$ cat config.mk
export PLATFORM = sky130hd
export DESIGN_NAME = write_back_stage
export DESIGN_NICKNAME = d
export VERILOG_FILES = /design/src/rtl/write_back_stage.sv
export SDC_FILE = /design/constraint.sdc
export NUM_CORES = 1
export LEC_CHECK = 0
export CAP_MARGIN = 30
export CORE_ASPECT_RATIO = 0.5
export CORE_MARGIN = 10
export CORE_UTILIZATION = 40
export CTS_CLUSTER_DIAMETER = 40
export DETAILED_ROUTE_END_ITERATION = 12
export PLACE_DENSITY = 0.81
export SKIP_CTS_REPAIR_TIMING = 1
export SLEW_MARGIN = 40
export SYNTH_ARGS = -nofsm -noshare
export SYNTH_HDL_FRONTEND = slang
export SYNTH_SLANG_ARGS = --single-unit
export TNS_END_PERCENT = 30
$ cat constraint.sdc
create_clock -name clk -period 2.2 [get_ports clk]
set_clock_uncertainty 0.1 [all_clocks]
set_input_delay 0.44 -clock clk [delete_from_list [all_inputs] [get_ports clk]]
set_output_delay 0.44 -clock clk [all_outputs]
set_load 0.005 [all_outputs]
$ cat src/rtl/write_back_stage.sv
// Write-back stage: selects ALU result or load-formatted memory data, holds it under
// register-file busy backpressure, then writes the register file and counts retirements.
// Latency: 1 cycle from accept to wb_valid. Backpressure: rf_busy stalls the held entry, in_ready falls.
//
// Ports:
//   clk, reset                      clock and synchronous active-high reset
//   in_valid / in_ready / flush     upstream handshake; flush kills the incoming instruction
//   alu_res, dm_data, wb_sel,
//   ld_mode, dest, reg_we           incoming instruction fields
//   rf_busy                         register-file write port unavailable this cycle
//   rf_we, rf_addr, rf_data         register-file write port
//   wb_valid                        stage holds a valid instruction
//   fwd_valid, fwd_dest, fwd_data   forwarding port taken straight from the held entry
//   retire_count                    saturating count of committed instructions
module write_back_stage #(
    parameter int DATA_W     = 16,
    parameter int REG_ADDR_W = 3,
    parameter int ZERO_REG   = 1,
    parameter int CNT_W      = 16
) (
    input  logic                  clk,
    input  logic                  reset,
    input  logic                  in_valid,
    output logic                  in_ready,
    input  logic                  flush,
    input  logic [DATA_W-1:0]     alu_res,
    input  logic [DATA_W-1:0]     dm_data,
    input  logic                  wb_sel,
    input  logic [1:0]            ld_mode,
    input  logic [REG_ADDR_W-1:0] dest,
    input  logic                  reg_we,
    input  logic                  rf_busy,
    output logic                  rf_we,
    output logic [REG_ADDR_W-1:0] rf_addr,
    output logic [DATA_W-1:0]     rf_data,
    output logic                  wb_valid,
    output logic                  fwd_valid,
    output logic [REG_ADDR_W-1:0] fwd_dest,
    output logic [DATA_W-1:0]     fwd_data,
    output logic [CNT_W-1:0]      retire_count
);

    logic              stored_we;
    logic [DATA_W-1:0] fmt_data;
    logic [DATA_W-1:0] result;
    logic              commit;
    logic              accept;
    logic              zero_dest;

    // Load formatting: the low byte is kept, upper bits come from the word,
    // the byte sign bit, or zero. Mode 11 falls through to word.
    always_comb begin
        fmt_data = dm_data;
        case (ld_mode)
            2'b01: begin
                for (int i = 8; i < DATA_W; i++) begin
                    fmt_data[i] = dm_data[7];
                end
            end
            2'b10: begin
                for (int i = 8; i < DATA_W; i++) begin
                    fmt_data[i] = 1'b0;
                end
            end
            default: begin
            end
        endcase
    end

    assign result = wb_sel ? fmt_data : alu_res;

    assign commit   = wb_valid & ~rf_busy;
    assign in_ready = ~wb_valid | commit;
    assign accept   = in_valid & in_ready & ~flush;

    // Register 0 is hard-wired when ZERO_REG is set: never written, never forwarded.
    assign zero_dest = (ZERO_REG != 0) && (rf_addr == '0);

    assign rf_we     = commit & stored_we & ~zero_dest;
    assign fwd_valid = wb_valid & stored_we & ~zero_dest;
    assign fwd_dest  = rf_addr;
    assign fwd_data  = rf_data;

    always_ff @(posedge clk) begin
        if (reset) begin
            wb_valid     <= 1'b0;
            stored_we    <= 1'b0;
            rf_addr      <= '0;
            rf_data      <= '0;
            retire_count <= '0;
        end else begin
            // A new entry may replace the committing one on the same edge.
            if (accept) begin
                wb_valid  <= 1'b1;
                rf_data   <= result;
                rf_addr   <= dest;
                stored_we <= reg_we;
            end else if (commit) begin
                wb_valid <= 1'b0;
            end

            // Counts every commit, writing or not; sticks at all-ones.
            if (commit && (retire_count != {CNT_W{1'b1}})) begin
                retire_count <= retire_count + CNT_W'(1);
            end
        end
    end

endmodule
==> run metrics <==
setup_tns=0 ns; largest fanout on the critical path=4; initial antenna violation count=0; layout cells sized above 1=9.48%; DRC violations left=0; Worst Hold Slack=~0.37 ns; CTS clk-pin slew, worst paths=about 0.070 ns; DR iter-0 viols=roughly 170; final instance area=about 0.0031 mm2; P_leak=around 0.0012 uW; Netlist Area Pre-Place=0.00199 mm2; final hold viol count=0; pre-CTS setup slack=-0.0250 ns; worst-margin pin slew=about 0.55 ns; vias in the first global route=between 2k and 2.5k; most frequent cells in the layout=99 x clkdlybuf4s50_1, 36 x dfxtp_1, 31 x nand2_1; CTS tree=yes; register area share after synthesis=37.3%; Nets=between 300 and 400; Worst Hold Class=flip-flop to flip-flop; CP cell instances=o311a_1 -> clkdlybuf4s50_1; Die ar.=~0.0084 mm2; commonest non-fill, non-tap cell in the layout=clkdlybuf4s50_1; drt wl/cell=between 15 and 20 um; power per cell area=490 mW/mm2; Worst EP arrival=~1.5 ns; port bufs=approximately 100; DR vias/cell=roughly 5.1; startpoint types=flip-flop; Die Y-Extent=about 70 um; Max Clk Rate=around 500 MHz; DIE WIDTH=between 100 and 150 um; H-tree depth=2; Area Overhead vs Synth=56.6%; Final ANT Viol Nets=0; Synth Register Bits=37; crit path capture type=output port; placed cell area=between 0.003 and 0.004 mm2; unrepaired setup endpoints after global routing=no; EDFF count, synth=0; critical path's largest stage delay=roughly 0.46 ns; detailed placement HPWL=roughly 4900 um; Critical Path RT=around 1.7 ns; Core Area=just under 0.005 mm2; Net Count, Synth=approximately 280; Synth warnings=0; status=completed; Final setup viols=0; crit path time final=about 2.0 ns; share of the synthesized area in the top cell type=around 37%; Final Util=between 60% and 70%; maximum clock path buffer count=2; largest net degree at the start of global routing=43; Crit Path Category=flip-flop to output port; gr ovfl total=0; CTS root buf=clkbuf_8; Final Max Slew Viols=0; Ant. Diodes=0; Rel. slew slack=a little over three fifths; MaxCap Viol Count=0; library cells used by synthesis=40; clk sinks=37; syn_area_per_cell=between 8 and 9 um2; post-synth top area cell=dfxtp_1; Initial Util=40.9%; row count=18; CP max-delay cell=clkdlybuf4s50_1; VDD IR max=approximately 0.27 mV; async set-or-reset flop fraction in the synthesized netlist=0%; crit share post-route=90.2%; total track usage=14.7%; I/O Pins=102; Placer Congestion=approximately 0.78; drt pass-1 iters=4; first-pass GRT wire length=roughly 10,000 um; Setup WS post-layout=~0.21 ns; clk_lat worst skew=just under 0.3 ns; DRT Wirelength=6520 um; cts bufs inserted=5; Post-synth top flop=dfxtp_1; via count=roughly 2.0k; top cells by area, synth=dfxtp_1 37%, buf_4 7.2%, nand2_1 5.9%; Syn Inst Count=237
==> registers in the layout, summed over array words and instances (netlist names) <==
register,cells
stored_we,1
fwd_data,16
fwd_dest,3
wb_valid,1
retire_count,16
==> through the flow <==
step / instances / total power (uW)
floorplan: 237 / 845
global route: 397 / 1590
CTS: 397 / 1540
finish: 397 / 1530
detailed placement: 389 / 1020
global placement: 389 / 1010
==> critical path: cells and delay by family, from the launching register on <==
family,cells,cell delay (ns)
flip-flops,1,0.35
AO/OA/AOI/OAI,1,0.35
buffers and inverters,1,0.46
==> worst paths after layout <==
kind	from	to	slack, ns	cells after the start
setup / recovery	fwd_dest[0]$_SDFFE_PP0P_	fwd_valid	0.21	2
hold / removal	stored_we$_SDFFE_PP0P_	stored_we$_SDFFE_PP0P_	0.37	2
setup reg to reg	retire_count[0]$_SDFFE_PP0P_	retire_count[9]$_SDFFE_PP0P_	0.28	6
hold reg to reg	stored_we$_SDFFE_PP0P_	stored_we$_SDFFE_PP0P_	0.37	2
==> routing by layer <==
metal,vias up,wire length [um],GRT usage (%)
met3,5,282,3.93
met5,-,0,0
met2,44,3670,29.8
li1,1010,-,-
met4,0,43,2.93
met1,975,2520,14.7
==> kinds of logic after synthesis <==
logic type                 share of synthesized area (%)
and+or+nand+nor                                     28.0
buffers and inverters                               10.6
muxes                                               6.80
adders and majority gates                           1.26
DFF                                                 37.3
AOI/OAI and AO/OA                                   16.0
==> Yosys cell counts, drive strengths merged, types with 2 or more instances <==
library cell  instances
dfxtp                37
nand2                31
buf                  22
a21oi                21
nand3                16
nor2                 16
a211oi               11
clkbuf                9
mux2i                 9
o211ai                8
nand4                 7
nor2b                 6
inv                   4
mux2                  4
nand2b                4
nor3                  4
o31ai                 4
nor4                  3
or3                   3
or4                   3
and4                  2
ha                    2
==> power breakdown <==
| group | internal [uW] | switching [uW] |
|---|---|---|
| sequential | 693 | 21.8 |
| clock | 283 | 238 |
| combinational | 185 | 104 |
| total | 1160 | 364 |
==> cell type report <==
cell class | count | area (um2)
fill | 425 | 1750
multi-input combinational | 165 | 1040
clock buffer | 7 | 96.3
clock inverter | 1 | 5.00
sequential | 37 | 742
inverter | 4 | 15.0
tap | 70 | 87.6
timing repair buffer | 113 | 1130
Note: power is estimated with default switching activity, not from simulation.
